## src/rtl/local_input_buffer.sv

```systemverilog
// Router local-port input buffer: injector req/grant/full handshake in,
// DEPTH-entry FIFO, head packet offered to the switch arbiter.
module local_input_buffer #(
  parameter int dataWidth = 32,
  parameter int DEPTH     = 4,
  parameter int ADDR      = 2
) (
  input  logic                 clk,
  input  logic                 reset,
  input  logic                 ReqUpStr,
  input  logic [dataWidth-1:0] PacketIn,
  output logic                 GntUpStr,
  output logic                 UpStrFull,
  output logic                 ReqDnStr,
  output logic [dataWidth-1:0] PacketOut,
  input  logic                 GntDnStr,
  output logic [ADDR:0]        UsedWords
);

  localparam logic [ADDR-1:0] PTR_ONE  = 1;
  localparam logic [ADDR:0]   CNT_ONE  = 1;
  localparam logic [ADDR:0]   CNT_FULL = (ADDR+1)'(DEPTH);

  logic [dataWidth-1:0] mem_q [DEPTH];
  logic [ADDR-1:0]      wr_ptr_q, wr_ptr_d;
  logic [ADDR-1:0]      rd_ptr_q, rd_ptr_d;
  logic [ADDR:0]        count_q, count_d;
  logic                 gnt_q, gnt_d;
  logic                 full_q, full_d;
  logic                 push, pop;

  // Grant term stops a second write while the injector still holds req.
  assign push = ReqUpStr && !gnt_q && !full_q;
  assign pop  = GntDnStr && (count_q != '0);

  always_comb begin
    wr_ptr_d = wr_ptr_q;
    rd_ptr_d = rd_ptr_q;
    count_d  = count_q;
    gnt_d    = push;
    if (push) wr_ptr_d = wr_ptr_q + PTR_ONE;
    if (pop)  rd_ptr_d = rd_ptr_q + PTR_ONE;
    case ({push, pop})
      2'b10:   count_d = count_q + CNT_ONE;
      2'b01:   count_d = count_q - CNT_ONE;
      default: count_d = count_q;
    endcase
    full_d = (count_d == CNT_FULL);
  end

  always_ff @(posedge clk or negedge reset) begin
    if (!reset) begin
      wr_ptr_q <= '0;
      rd_ptr_q <= '0;
      count_q  <= '0;
      gnt_q    <= 1'b0;
      full_q   <= 1'b0;
    end else begin
      wr_ptr_q <= wr_ptr_d;
      rd_ptr_q <= rd_ptr_d;
      count_q  <= count_d;
      gnt_q    <= gnt_d;
      full_q   <= full_d;
    end
  end

  // Storage is deliberately left out of reset.
  always_ff @(posedge clk) begin
    if (push) mem_q[wr_ptr_q] <= PacketIn;
  end

  assign GntUpStr  = gnt_q;
  assign UpStrFull = full_q;
  assign ReqDnStr  = (count_q != '0);
  assign PacketOut = ReqDnStr ? mem_q[rd_ptr_q] : '0;
  assign UsedWords = count_q;

endmodule
```

## config.mk

```make
export PLATFORM = sky130hd
export DESIGN_NAME = local_input_buffer
export DESIGN_NICKNAME = d
export VERILOG_FILES = /design/src/rtl/local_input_buffer.sv
export SDC_FILE = /design/constraint.sdc
export NUM_CORES = 1
export LEC_CHECK = 0
export CAP_MARGIN = 30
export CORE_MARGIN = 2
export CORE_UTILIZATION = 54
export CTS_CLUSTER_DIAMETER = 80
export DETAILED_ROUTE_END_ITERATION = 10
export PLACE_DENSITY = 0.75
export RECOVER_POWER = 50
export SLEW_MARGIN = 10
export SYNTH_ARGS = -nofsm -noshare
export SYNTH_HDL_FRONTEND = slang
export SYNTH_SLANG_ARGS = --single-unit
```

## constraint.sdc

```tcl
create_clock -name clk -period 3.1 [get_ports clk]
set_clock_uncertainty 0.1 [all_clocks]
set_input_delay 0.775 -clock clk [delete_from_list [all_inputs] [get_ports clk]]
set_output_delay 0.775 -clock clk [all_outputs]
set_load 0.005 [all_outputs]
```

==> flow_summary.json, run 1 <==
{
  "status": "completed",
  "p_per_area_nw_per_um2": 955,
  "synthFlopType": "edfxtp_1",
  "yosysTopAreaCell": "edfxtp_1",
  "initial_core_util_pct": 55.3,
  "hold_path_end": "UsedWords[0]",
  "setup_viol": 0,
  "power.leakage_nw": 2.54,
  "place.gp.congestion": 0.774,
  "synthArstFlopShare_pct": 6.57,
  "die_w_um": 104,
  "antenna_found_initial": 1,
  "synth.avg_cell_area_um2": 21.9,
  "fin_tns_setup_ns": 0,
  "wl_met2_mm": 4.95,
  "r2r-start": "UsedWords[0]",
  "ant_nets": 0,
  "routed-via-count": 2611,
  "area_growth_pct": 30.6,
  "cts_tree": "built",
  "antenna_cells": 0,
  "r2r_cells": 9,
  "grt_overflow_total": 0,
  "path_class": "register to output pin",
  "synth_edf_count": 128,
  "ctsRootBufferMaster": "clkbuf_8",
  "std_cell_rows": 36,
  "io_pins": 74,
  "hold_path.startpoint": "UsedWords[0]",
  "clockBufferDepth": 2,
  "maxUsedRoutingLayer": "met5",
  "wl_per_cell_um": 19.8,
  "min_period_ns": 3.03,
  "dr.pass1.iters": 4,
  "grtUsageTotal_pct": 19.7,
  "dieArea_um2": 10700,
  "grt_max_degree": 36,
  "timing.final.max_slew_violations": 0,
  "rsz0062_at_grt": "true",
  "wl_met1_mm": 4.09,
  "ys_ff_latch": 137,
  "syn_inst": 245,
  "hp-class": "register to register",
  "cts_made_buffers": 17,
  "fin_nets": 389,
  "wl_met3_um": 668,
  "grt_pass1_wl_mm": 15.5,
  "seq_area_frac_synth_pct": 76.0,
  "drive_gt1_share_pct": 23.6,
  "coreArea_um2": 9680,
  "yosys-top-cells-area": "edfxtp_1, mux4_2, and2_1",
  "critical_path_arrival_ns": 2.15,
  "rrSetupSlack_ns": 0.41,
  "syn_area_um2": 5360,
  "totalWireLength_mm": 9.78,
  "hold_viol": 0,
  "cts_hold_buf": 0,
  "hpwl_mm": 5.47,
  "r2r_end": "UpStrFull",
  "critPathCaptureType": "output pin",
  "synth_cell_types": 21,
  "fmax_mhz": 330,
  "drv_cap": 0,
  "cts.clk_slew.worst_paths_ns": 0.06,
  "viasPerCell": 5.30,
  "die_y_um": 104,
  "worstPathRequired_ns": 2.22,
  "worst-path-max-fanout": 6,
  "portBuffers": 73,
  "grt_pass1_vias": 2819,
  "drtIter0Drc": 157,
  "vdd_drop_max_mv": 0.524,
  "min_delay_path_depth": 1,
  "tightest_slew_ns": 0.863,
  "syn-num-nets": 287,
  "cts.sinks": 137,
  "start_kind": "register",
  "cts_max_level": 4,
  "synth_top_area_share_pct": 71.8,
  "insertion_delay_ns": 0.50,
  "yosys_warnings": 0,
  "drc": 0,
  "total_power_mw": 6.68,
  "max-slew-margin-rel_pct": 42.4,
  "postLayoutCoreUtil_pct": 72.2,
  "period_share_pct": 97.6
}
==> cells in the mapped netlist (all sizes together), types with 2 or more instances <==
| cell type | instances |
|---|---|
| inv | 6 |
| ha | 5 |
| buf | 7 |
| or3 | 2 |
| xnor2 | 3 |
| clkbuf | 5 |
| edfxtp | 128 |
| and2 | 37 |
| o21ai | 2 |
| xor2 | 2 |
| nand2 | 2 |
| mux4 | 32 |
| dfrtp | 9 |
==> report_power, final <==
part	total, mW	internal (mW)	leakage [nW]	switching [mW]
Sequential	2.44	2.34	1.27	0.0982
Clock	1.99	1.23	0.275	0.754
Combinational	2.25	1.32	0.993	0.933
Total	6.68	4.89	2.54	1.79
==> worst max-delay path by stage <==
stage | startpoint | to | slack (ns) | depth (start not counted)
after floorplan | ReqUpStr | mem_q[0][0] | 0.64 | 2
after global placement | GntDnStr | UpStrFull | 0.19 | 8
after detailed placement | GntDnStr | UpStrFull | 0.05 | 8
after CTS | rd_ptr_q[0] | PacketOut[28] | -0.09 | 4
after global routing | rd_ptr_q[0] | PacketOut[12] | -0.01 | 5
final | rd_ptr_q[0] | PacketOut[31] | 0.07 | 5
==> metrics by stage <==
step | worst slack [ns] | std cells | cell area [µm²] | hold slack, ns
6_report | 0.0742 | 493 | 6990 | 0.485
4_1_cts | -0.0904 | 488 | 6920 | 0.468
5_1_grt | -0.0111 | 493 | 6990 | 0.501
2_1_floorplan | 0.637 | 245 | 5360 | 0.379
3_5_place_dp | 0.0471 | 452 | 6280 | 0.469
3_3_place_gp | 0.192 | 452 | 6280 | 0.449
==> sequential cells by signal, indices dropped and copies added (netlist names) <==
name       flops
GntUpStr       1
UpStrFull      1
rd_ptr_q       2
wr_ptr_q       2
mem_q        128
UsedWords      3
==> area by class of cell <==
class,instances,area [µm²]
clock buffers,19,422
well taps,133,166
multi-input cells,90,1150
inverters,6,22.5
clock inverters,13,169
fillers,599,2690
repair buffers,95,991
flip-flops and latches,137,4070
==> cells in the final DEF (no fill, tap or decap), types with 2 or more instances in the layout <==
cell type / instances
clkinvlp_4: 4
xor2_1: 2
and2_1: 31
dfrtp_1: 8
inv_6: 3
or3_1: 2
and2_0: 2
inv_1: 6
ha_1: 5
dlymetal6s2s_1: 10
nand2_1: 2
clkinv_4: 2
buf_4: 10
edfxtp_1: 128
xnor2_1: 3
mux4_1: 2
bufinv_16: 3
buf_16: 2
mux4_2: 30
buf_6: 4
clkbuf_16: 16
clkdlybuf4s50_1: 7
clkbuf_1: 4
dlygate4sd2_1: 22
o21ai_0: 2
buf_12: 4
and2_2: 3
dlygate4sd3_1: 34
==> logic make-up (layout without fill, tap and decap cells) <==
logic type / after synthesis / count (layout) / share of synthesized area, %
DFF: 137 / 137 / 76.0
and+or+nand+nor: 43 / 43 / 5.02
muxes: 33 / 33 / 13.9
buffers and inverters: 18 / 133 / 2.38
adders and majority gates: 6 / 6 / 1.54
xor gates and xnor gates: 5 / 5 / 0.818
AOI/OAI and AO/OA: 3 / 3 / 0.327
==> what timing repair did <==
item | CTS | global route
gates resized for setup | 28 | 16
setup endpoints to repair | 32 | 10
endpoints found under the hold margin | 0 | 0
buffers inserted | 2 | 5
gates cloned | 2 | 0
==> metal layers <==
metal / GRT usage, % / vias up
li1: - / 1181
met1: 25.3 / 1339
met2: 32.9 / 83
met3: 5.85 / 6
met4: 6.08 / 2
met5: 0 / -
==> critical path, stage by stage (launching register included) <==
cell           delay [ns]
dfrtp_2              0.44
buf_12               0.14
buf_4                0.10
mux4_1               0.54
and2_1               0.18
dlygate4sd2_1        0.26
Power figures use the tool's default switching activity.
==> run 2, diff against run 1 <==
CORE_UTILIZATION = 45   (was 54)
PLACE_DENSITY = 0.64   (was 0.75)
SLEW_MARGIN = 20   (was 10)
==> run 2 against run 1 <==
Compared with the run above: the run now ends with design-rule violations left; clock power about the same; combinational power increased by 8.9%; non-clock buffer count grew 7; die area grew 19%; cell count grew 3.4%; sequential power is essentially flat; critical path type unchanged; highest routed layer unchanged.
==> flow_summary.json, run 2 (same netlist as run 1, synthesis figures left out) <==
{
  "crit_family": "buffers and inverters",
  "wl_per_cell_um": 19.6,
  "initial_core_util_pct": 46.5,
  "worstPathCellList": "buf_12 > buf_12 > mux4_2 > and2_4 > clkdlybuf4s50_1",
  "dr.pass1.iters": 9,
  "ctsRootBufferMaster": "clkbuf_16",
  "die_y_um": 113,
  "die_w_um": 113,
  "nFillCells": 852,
  "drtIter0Drc": 176,
  "std_cell_rows": 39,
  "worst-path-max-fanout": 6,
  "min_period_ns": 3.03,
  "ant_nets": 0,
  "power.leakage_nw": 2.71,
  "critical_path_arrival_ns": 2.15,
  "placedCellCount": 463,
  "grt_pass1_vias": 2770,
  "place.gp.congestion": 0.700,
  "hp-class": "register to register",
  "coreArea_um2": 11500,
  "hpwl_mm": 5.67,
  "clockBufferDepth": 2,
  "drc": 6,
  "hold_viol": 0,
  "regMostFlops": "mem_q",
  "grtUsageTotal_pct": 16.2,
  "drive_gt1_share_pct": 27.0,
  "path_class": "register to output pin",
  "fin_nets": 396,
  "final_cell_count_no_fill": 510,
  "insertion_delay_ns": 0.41,
  "fmax_mhz": 330,
  "max-slew-margin-rel_pct": 49.0,
  "grt_max_degree": 30,
  "vdd_drop_max_mv": 0.482,
  "antenna_cells": 0,
  "largest_reg_flops": 128,
  "area_growth_pct": 33.1,
  "fin_tns_setup_ns": 0,
  "grt_overflow_total": 0,
  "p_per_area_nw_per_um2": 965,
  "status": "finished with violations",
  "worstPathRequired_ns": 2.22,
  "critPathCaptureType": "output pin",
  "portBuffers": 73,
  "multiInputGateArea_um2": 1150,
  "setup_viol": 0,
  "cts_tree": "built",
  "critical_path_buf_inv_count": 3,
  "drv_cap": 0,
  "grt_pass1_wl_mm": 15.0,
  "cts.sinks": 137,
  "dieArea_um2": 12800,
  "postLayoutCoreUtil_pct": 61.9,
  "cpMostUsedCell": "buf_12",
  "viasPerCell": 5.22,
  "violations": "design-rule violations",
  "start_kind": "register",
  "final_cell_mix": "edfxtp_1, dlygate4sd3_1, mux4_2, and2_1, dlymetal6s2s_1",
  "cts.clk_slew.worst_paths_ns": 0.06,
  "tightest_slew_ns": 0.766,
  "register_area_um2": 4070,
  "routed-via-count": 2660,
  "antenna_found_initial": 2,
  "totalWireLength_mm": 10.0,
  "final_common_cell": "edfxtp_1",
  "io_pins": 74,
  "max_stage_delay_ns": 0.49,
  "rsz0062_at_grt": "false",
  "cp_slowest_cell": "mux4_2",
  "cts_max_level": 4,
  "period_share_pct": 97.7,
  "cts_made_buffers": 17,
  "timing.final.max_slew_violations": 0
}
[run 2: cell types whose count changed in the layout (fill, tap and decap cells not counted), moves of 2 or more]
cell / previous run / this run
dlygate4sd2_1: 22 / 0
dlymetal6s2s_1: 10 / 26
buf_4: 10 / 18
clkdlybuf4s50_1: 7 / 13
clkbuf_16: 16 / 20
buf_6: 4 / 1
clkinv_4: 2 / 5
and2_1: 31 / 29
and2_4: 1 / 3
buf_16: 2 / 0
clkbuf_1: 4 / 2
clkinvlp_4: 4 / 2
mux4_1: 2 / 0
mux4_2: 30 / 32
[run 2: what timing repair did]
action / in CTS / in global routing
cloned: 0 / 4
endpoints found under the setup margin: 4 / 25
resized for setup: 4 / 29
setup buffers: 1 / 10
endpoints found under the hold margin: 0 / 0
hold buffers: 0 / 0
[run 2: worst paths after layout]
kind / startpoint / to / slack (ns) / cells after the start
max: rd_ptr_q[0] / PacketOut[1] / 0.07 / 5
min: UsedWords[0] / UsedWords[0] / 0.47 / 1
max reg2reg: UsedWords[0] / UpStrFull / 0.58 / 9
min reg2reg: UsedWords[0] / UsedWords[0] / 0.47 / 1
max in group asynchronous: reset / rd_ptr_q[1] / 1.93 / 1
min in group asynchronous: reset / UsedWords[1] / 0.64 / 1
[run 2: power by group]
part / internal, mW / switching, mW
Clock: 1.20 / 0.787
Combinational: 1.49 / 0.959
Sequential: 2.34 / 0.100
[run 2: area by class of cell]
| class | count | area share (%) |
|---|---|---|
| well taps | 143 | 2.51 |
| clock buffers | 17 | 5.97 |
| inverters | 6 | 0.316 |
| flip-flops and latches | 137 | 57.1 |
| multi-input cells | 90 | 16.1 |
| clock inverters | 15 | 2.37 |
| repair buffers | 102 | 15.6 |
[run 2: stage by stage]
step	hold slack [ns]	power [mW]	worst slack (ns)	cell area, µm²
finish	0.469	6.88	0.0720	7130
global route	0.509	7.24	0.0162	7130
detailed placement	0.466	4.76	0.149	6310
global placement	0.469	4.73	0.197	6310
floorplan	0.379	3.70	0.637	5360
CTS	0.474	6.79	0.00575	6900
[run 2: metal layers]
layer  vias up  part of all wire (%)  global-route usage [%]
met5         -                  0.27                       0
met4         4                   1.2                    6.10
met3        17                   4.9                    5.25
met2        65                    49                    25.7
met1      1375                    45                    21.0
li1       1199                     -                       -
